<file path="src/rtl/spi_slave_rx.sv">
// SPI mode-0 receiver. SCLK/MOSI/CS are oversampled in the clk domain.
// Received words are presented on a valid/ready holding register.
// overrun pulses when a completed word has to be dropped.
// frame_err pulses when CS rises in the middle of a word.
// DATA_W must be at least 2.
module spi_slave_rx #(
  parameter int DATA_W      = 8,
  parameter int LSB_FIRST   = 1,
  parameter int SYNC_STAGES = 2
) (
  input  logic              clk,
  input  logic              rst_n,
  input  logic              SCLK,
  input  logic              MOSI,
  input  logic              CS,
  output logic [DATA_W-1:0] rx_data,
  output logic              rx_valid,
  input  logic              rx_ready,
  output logic              overrun,
  output logic              frame_err,
  output logic              busy
);

  localparam int CW = $clog2(DATA_W) + 1;

  typedef enum logic {IDLE, SHIFT} state_e;

  logic [SYNC_STAGES-1:0] sclk_sync_q, sclk_sync_d;
  logic [SYNC_STAGES-1:0] mosi_sync_q, mosi_sync_d;
  logic [SYNC_STAGES-1:0] cs_sync_q,   cs_sync_d;
  logic                   sclk_q, sclk_d;
  state_e                 state_q, state_d;
  logic [CW-1:0]          bit_cnt_q, bit_cnt_d;
  logic [DATA_W-1:0]      shreg_q, shreg_d;
  logic [DATA_W-1:0]      rx_data_q, rx_data_d;
  logic                   rx_valid_q, rx_valid_d;
  logic                   overrun_q, overrun_d;
  logic                   frame_err_q, frame_err_d;

  logic sclk_s, mosi_s, cs_s, sclk_rise;

  // All three lines see the same sync depth, so MOSI stays aligned with SCLK.
  assign sclk_s    = sclk_sync_q[SYNC_STAGES-1];
  assign mosi_s    = mosi_sync_q[SYNC_STAGES-1];
  assign cs_s      = cs_sync_q[SYNC_STAGES-1];
  assign sclk_rise = sclk_s & ~sclk_q;

  // Next-state: synchronizers, receive FSM, shift register and output handshake.
  always_comb begin
    sclk_sync_d = {sclk_sync_q[SYNC_STAGES-2:0], SCLK};
    mosi_sync_d = {mosi_sync_q[SYNC_STAGES-2:0], MOSI};
    cs_sync_d   = {cs_sync_q[SYNC_STAGES-2:0], CS};
    sclk_d      = sclk_s;
    state_d     = state_q;
    bit_cnt_d   = bit_cnt_q;
    shreg_d     = shreg_q;
    rx_data_d   = rx_data_q;
    rx_valid_d  = rx_valid_q;
    overrun_d   = 1'b0;
    frame_err_d = 1'b0;

    // A consumed word frees the holding register; a same-cycle load below wins.
    if (rx_valid_q && rx_ready) rx_valid_d = 1'b0;

    case (state_q)
      IDLE: begin
        if (!cs_s) begin
          state_d   = SHIFT;
          bit_cnt_d = '0;
          shreg_d   = '0;
        end
      end
      SHIFT: begin
        if (cs_s) begin
          // A partial word is discarded; the next entry clears the shifter.
          state_d     = IDLE;
          frame_err_d = (bit_cnt_q != '0);
        end else if (sclk_rise) begin
          if (LSB_FIRST != 0) shreg_d = {mosi_s, shreg_q[DATA_W-1:1]};
          else                shreg_d = {shreg_q[DATA_W-2:0], mosi_s};
          if (bit_cnt_q == CW'(DATA_W - 1)) begin
            bit_cnt_d = '0;
            if (!rx_valid_q || rx_ready) begin
              rx_data_d  = shreg_d;
              rx_valid_d = 1'b1;
            end else begin
              overrun_d = 1'b1;
            end
          end else begin
            bit_cnt_d = bit_cnt_q + CW'(1);
          end
        end
      end
      default: state_d = IDLE;
    endcase
  end

  // State registers. SCLK/CS idle high so that reset release creates no false edge or frame.
  always_ff @(posedge clk or negedge rst_n) begin
    if (!rst_n) begin
      sclk_sync_q <= '1;
      mosi_sync_q <= '0;
      cs_sync_q   <= '1;
      sclk_q      <= 1'b1;
      state_q     <= IDLE;
      bit_cnt_q   <= '0;
      shreg_q     <= '0;
      rx_data_q   <= '0;
      rx_valid_q  <= 1'b0;
      overrun_q   <= 1'b0;
      frame_err_q <= 1'b0;
    end else begin
      sclk_sync_q <= sclk_sync_d;
      mosi_sync_q <= mosi_sync_d;
      cs_sync_q   <= cs_sync_d;
      sclk_q      <= sclk_d;
      state_q     <= state_d;
      bit_cnt_q   <= bit_cnt_d;
      shreg_q     <= shreg_d;
      rx_data_q   <= rx_data_d;
      rx_valid_q  <= rx_valid_d;
      overrun_q   <= overrun_d;
      frame_err_q <= frame_err_d;
    end
  end

  assign rx_data   = rx_data_q;
  assign rx_valid  = rx_valid_q;
  assign overrun   = overrun_q;
  assign frame_err = frame_err_q;
  assign busy      = ~cs_s;

endmodule

</file>
<file path="config.mk">
export PLATFORM = sky130hd
export DESIGN_NAME = spi_slave_rx
export DESIGN_NICKNAME = d
export VERILOG_FILES = /design/src/rtl/spi_slave_rx.sv
export SDC_FILE = /design/constraint.sdc
export NUM_CORES = 1
export LEC_CHECK = 0
export ABC_AREA = 1
export CAP_MARGIN = 15
export CORE_UTILIZATION = 52
export CTS_CLUSTER_DIAMETER = 200
export DETAILED_ROUTE_END_ITERATION = 10
export HOLD_SLACK_MARGIN = 0.08
export PLACE_DENSITY_LB_ADDON = 0.2
export SYNTH_ARGS = -nofsm -noshare
export SYNTH_HDL_FRONTEND = slang
export SYNTH_SLANG_ARGS = --single-unit
</file>
<file path="constraint.sdc">
create_clock -name clk -period 1.46 [get_ports clk]
set_input_delay 0.146 -clock clk [delete_from_list [all_inputs] [get_ports clk]]
set_output_delay 0.146 -clock clk [all_outputs]
set_load 0.02 [all_outputs]
</file>
==> results of run 1 <==
==> layer usage <==
| layer | vias to the layer above | share of wire | GRT usage |
|---|---|---|---|
| met5 | - | 0 | 0 |
| met4 | 0 | 0.023 | 0.111 |
| li1 | 439 | - | - |
| met2 | 18 | 0.50 | 0.311 |
| met1 | 411 | 0.43 | 0.241 |
| met3 | 4 | 0.047 | 0.0893 |
==> state kept, by name, indices dropped and copies added (netlist names) <==
name         flops
sclk_q           1
bit_cnt_q        4
state_q          1
sclk_sync_q      2
overrun          1
cs_sync_q        2
rx_data          8
mosi_sync_q      2
rx_valid         1
frame_err        1
shreg_q          7
==> synth_stat cells, types with 2 or more instances <==
cell type / number / share of area
dfrtp_1: 25 / 0.50
dfstp_2: 5 / 0.11
ha_1: 2 / 0.020
inv_1: 8 / 0.024
nand2_1: 51 / 0.15
nand2_2: 2 / 0.010
nand2_4: 2 / 0.018
nand3_1: 2 / 0.0080
nand4_1: 9 / 0.045
nor2_1: 3 / 0.0090
==> cells in the final DEF (no fill, tap or decap), types with 3 or more instances in the layout <==
cell type	count
inv_1	8
nor2_1	3
clkdlybuf4s50_1	8
nand4_1	9
clkbuf_4	5
clkbuf_8	3
dlymetal6s2s_1	5
dlygate4sd2_1	3
nand2_1	51
dfrtp_1	25
buf_4	3
dfstp_2	5
==> timing repair <==
item / 4_1_cts / 5_1_grt
pin swaps: 0 / 0
gates resized for setup: 4 / 6
setup endpoints to repair: 4 / 6
gates cloned: 0 / 0
==> cell families (layout without fill, tap and decap cells) <==
family	Yosys count	count (layout)	synth area share
simple gates	72	72	0.283
flops	30	30	0.608
buf+inv	12	39	0.0543
compound gates	4	4	0.0271
fa+ha+maj	2	2	0.0201
xor+xnor	1	1	0.00704
==> power by group through the flow <==
stage          logic (W)  clock network (W)  registers (W)
2_1_floorplan  0.0000430                  0       0.000884
3_3_place_gp   0.0000980                  0       0.000884
3_5_place_dp   0.0000995                  0       0.000885
4_1_cts        0.0000987           0.000624       0.000869
5_1_grt         0.000108           0.000660       0.000871
6_report       0.0000974           0.000601       0.000869
==> final timing paths <==
kind                                        to          from  slack (ps)
worst min-delay path              bit_cnt_q[3]         rst_n         170
worst max register to register      rx_data[4]  bit_cnt_q[1]         170
worst min register to register    cs_sync_q[1]  cs_sync_q[0]         360
worst max-delay path                rx_data[2]    rx_data[2]          60
max in group asynchronous         cs_sync_q[0]         rst_n        1050
min in group clk                sclk_sync_q[0]          SCLK         220
==> layout make-up <==
cell class,instances,area [um2],share of cell area
Clock buffer,8,78.8,0.0503
Inverter,9,33.8,0.0216
Multi-Input combinational cell,79,420,0.268
Sequential cell,30,757,0.483
Tap cell,28,35.0,0.0224
Timing Repair Buffer,22,241,0.154
==> metrics by stage <==
| step | util | area [um2] |
|---|---|---|
| detailed placement | 0.662 | 1480 |
| finish | 0.701 | 1570 |
| global route | 0.701 | 1570 |
| CTS | 0.695 | 1550 |
| floorplan | - | 1240 |
| global placement | 0.662 | 1480 |
==> flow_metrics.tcl, run 1 <==
set metrics [dict create \
    status "complete, no violations" \
    switching_share 0.218 \
    port_buffers 17 \
    cts_made_buffers 5 \
    vias 872 \
    syn_nets 129 \
    hold_slack_ps 175 \
    synth-seq-cells 30 \
    fin_cells 176 \
    numClockSinks 30 \
    insertedDiodeCount 0 \
    htree_num_levels 2 \
    seq_power_share 0.554 \
    grt_pass1_vias 794 \
    synth_flop_cell "dfrtp_1" \
    wl_per_cell_um 12.1 \
    grt_max_degree 31 \
    synthArstFlopShare 1.00 \
    drv_slew 0 \
    core_mm2 0.00223 \
    relSlewSlack 0.801 \
    power.leakage_nw 0.923 \
    globalRouteOverflowTotal 0 \
    dr.pass1.iters 4 \
    dieArea_mm2 0.00259 \
    drc 0 \
    critical_path_class "register to primary output" \
    rows 17 \
    synth-edff-count 0 \
    ir_worst_vdd_mv 0.991 \
    worst-path-max-fanout 2 \
    initial_utilization 0.557 \
    routabilityCongestion 0.772 \
    min_path_type "input pin to async pin" \
    io_pins 18 \
    worst_slack_ps 57.8 \
    synth_area_mm2 0.00124 \
    drv_cap 0 \
    ff2ff_path_depth 6 \
    die_w_um 50.9 \
    dp_slack_ps 183 \
    ant_nets 0 \
    cp_slowest_cell "clkdlybuf4s50_1" \
    yosysWarningCount 0 \
    power.clock.fraction 0.383 \
    die_h_um 50.9 \
    antenna_found_initial 0 \
    startpoint_type "register" \
    total_power_w 0.00157 \
    postSynthAreaPerCell_um2 10.3 \
    max_freq_mhz 713 \
    synth-seq-area-share 0.608 \
    dr.first_iter.drc_count 21 \
    crit_family "buffers and inverters" \
    crit_path_cell_trace "clkdlybuf4s50_1" \
    cpPeakStageDelay_ps 600 \
    fillerInstances 167 \
    finalSetupTns_ps 0 \
    clk_path_buf_depth 2 \
    wl_um 2120 \
    viasPerCell 4.95 \
    finalCriticalPeriod_ps 1400 \
    internal_power_w 0.00122 \
    cts_tree "done" \
    dp_hpwl_um 1470 \
    power_frac_comb 0.062 \
    grt_pass1_wl_um 3620 \
    rsz0062_at_grt "false" \
    dp_cells 168 \
    max_slew.worst_pin.slew_ps 298 \
    arrival_ps 1260 \
    nNetsFinal 155 \
    final_hold_viol_count 0 \
    path_clk_slew_ps 90 \
    cts_setup_buffers 0 \
    hold_buffers 0 \
    finalSetupViolations 0 \
    grt.total_usage 0.204 \
    syn_inst 121 \
    fin_skew_ps 7.19 \
    drive_gt1_frac 0.182 \
    area_growth_syn_to_layout_pct 25.8 \
    switchingPower_w 0.000342 \
    cp.depth 1 \
    synth_cell_types 22 \
    clock-root-buffer "clkbuf_4" \
    clock_latency_ps 320 \
    powerDensity_mw_per_mm2 1000 \
    path_buf_inv 1 \
    end_kind "primary output" \
    finalCritPeriodShare 0.960 \
    required_ps 1310 \
]
No activity file was read; power rests on OpenSTA's default activity.
==> run 2: changes to the inputs <==
--- a/config.mk
+++ b/config.mk
@@ -10,6 +10,7 @@
 export CORE_UTILIZATION = 52
 export CTS_CLUSTER_DIAMETER = 200
 export DETAILED_ROUTE_END_ITERATION = 10
+export GPL_TIMING_DRIVEN = 0
 export HOLD_SLACK_MARGIN = 0.08
 export PLACE_DENSITY_LB_ADDON = 0.2
 export SYNTH_ARGS = -nofsm -noshare
==> run 2 against run 1 <==
Maximum frequency fell by 1.0%. Wire length rose by 8.3%. First-iteration DRC count fell by 9.5%. Clock power down 25%. Clock skew grew 3.1 ps. Sequential power about the same. Clock-buffer cell count unchanged. Die area unchanged. Register-to-register slack worse by 20 ps. Non-clock buffer count down 1. Critical path depth stayed put. Combinational power shrank 6.5%.
==> flow_metrics.tcl, run 2 (synthesized netlist as in run 1, its figures left out) <==
set metrics [dict create \
    status "complete, no violations" \
    fillerInstances 184 \
    globalRouteOverflowTotal 0 \
    drc 0 \
    largest_reg_flops 8 \
    critical_path_class "register to primary output" \
    dieArea_mm2 0.00259 \
    worst-path-max-fanout 2 \
    viasPerCell 5.07 \
    finish.utilization 0.683 \
    cpPeakStageDelay_ps 600 \
    seq_power_share 0.616 \
    required_ps 1310 \
    drv_cap 0 \
    startpoint_type "register" \
    clk_path_buf_depth 2 \
    arrival_ps 1270 \
    dp_hpwl_um 1620 \
    crit_family "buffers and inverters" \
    powerDensity_mw_per_mm2 926 \
    port_buffers 17 \
    rows 17 \
    core_mm2 0.00223 \
    wl_per_cell_um 13.1 \
    drv_slew 0 \
    routabilityCongestion 0.756 \
    area_growth_syn_to_layout_pct 22.5 \
    grt_pass1_vias 870 \
    grt_max_degree 22 \
    numClockSinks 30 \
    worst_slack_ps 43.7 \
    placed_area_mm2 0.00147 \
    cp_slowest_cell "clkdlybuf4s50_1" \
    internal_power_w 0.00108 \
    power.clock.fraction 0.319 \
    finalCriticalPeriod_ps 1420 \
    final_cell_mix "nand2_1 (51), dfrtp_1 (25), nand4_1 (9), inv_1 (8), clkdlybuf4s50_1 (8)" \
    dr.first_iter.drc_count 19 \
    io_pins 18 \
    cts_made_buffers 5 \
    power_frac_comb 0.065 \
    min_path_type "input pin to async pin" \
    fin_skew_ps 10.3 \
    dr.pass1.iters 4 \
    layout_commonest_cell "nand2_1" \
    cts_tree "done" \
    ir_worst_vdd_mv 0.749 \
    path_clk_slew_ps 90 \
    path_buf_inv 1 \
    finalSetupViolations 0 \
    wl_um 2300 \
    drive_gt1_frac 0.156 \
    dp_slack_ps 159 \
    clock-root-buffer "clkbuf_4" \
    max_freq_mhz 706 \
    grt.total_usage 0.220 \
    cts_setup_buffers 0 \
    initial_utilization 0.557 \
    die_w_um 50.9 \
    switching_share 0.234 \
    relSlewSlack 0.672 \
    clock_latency_ps 330 \
    power.leakage_nw 0.912 \
    crit_path_cell_trace "clkdlybuf4s50_1" \
    vias 888 \
    final_hold_viol_count 0 \
    max_slew.worst_pin.slew_ps 491 \
    finalCritPeriodShare 0.970 \
    rsz0062_at_grt "false" \
    ant_nets 0 \
    antenna_found_initial 0 \
    insertedDiodeCount 0 \
    die_h_um 50.9 \
    fin_area_mm2 0.00153 \
    end_kind "primary output" \
    switchingPower_w 0.000330 \
    nNetsFinal 154 \
    grt_pass1_wl_um 3910 \
    htree_num_levels 2 \
]
run 2: through the flow:
stage | hold slack (ps) | setup TNS [ps] | total power, W | cells
after floorplan | -150 | 0 | 0.000927 | 121
after global placement | 346 | -5690 | 0.000970 | 166
after detailed placement | 343 | 0 | 0.000981 | 167
after CTS | 154 | 0 | 0.00144 | 175
after global routing | 161 | 0 | 0.00149 | 175
final | 143 | 0 | 0.00141 | 175
run 2: power by group through the flow:
| stage | combinational, W | sequential [W] | clock, W |
|---|---|---|---|
| after global placement | 0.0000852 | 0.000885 | 0 |
| after detailed placement | 0.0000946 | 0.000886 | 0 |
| after global routing | 0.000104 | 0.000872 | 0.000511 |
| final | 0.0000911 | 0.000870 | 0.000451 |
| after CTS | 0.0000939 | 0.000870 | 0.000477 |
| after floorplan | 0.0000430 | 0.000884 | 0 |
run 2: worst paths after layout:
check | startpoint | endpoint | slack (ps) | cells after the start
min in group clk | CS | cs_sync_q[0] | 230 | 1
max in group asynchronous | rst_n | cs_sync_q[1] | 720 | 2
min | rst_n | bit_cnt_q[2] | 140 | 1
max reg2reg | bit_cnt_q[0] | bit_cnt_q[0] | 150 | 7
max | rx_data[2] | rx_data[2] | 40 | 1
min reg2reg | mosi_sync_q[0] | mosi_sync_q[1] | 360 | 0
run 2: final cells by class:
class                      count  area (um2)  share of cell area
sequential                    30         757               0.496
clock buffer                   8        48.8              0.0320
tap                           28        35.0              0.0230
buffer                         3        33.8              0.0221
inverter                       9        33.8              0.0221
timing repair buffer          18         196               0.129
multi-input combinational     79         420               0.276
run 2: per-layer routing:
layer  wire, um  GRT usage  up-vias  share of wire
li1           -          -      433              -
met2       1160      0.331       28           0.51
met4         55      0.134        0          0.024
met3        130     0.0833        6          0.057
met5          0          0        -              0
met1        946      0.267      421           0.41
run 2: repair_timing:
item | CTS | global route
endpoints found under the setup margin | 3 | 6
hold buffers | 0 | 0
resized for setup | 3 | 6
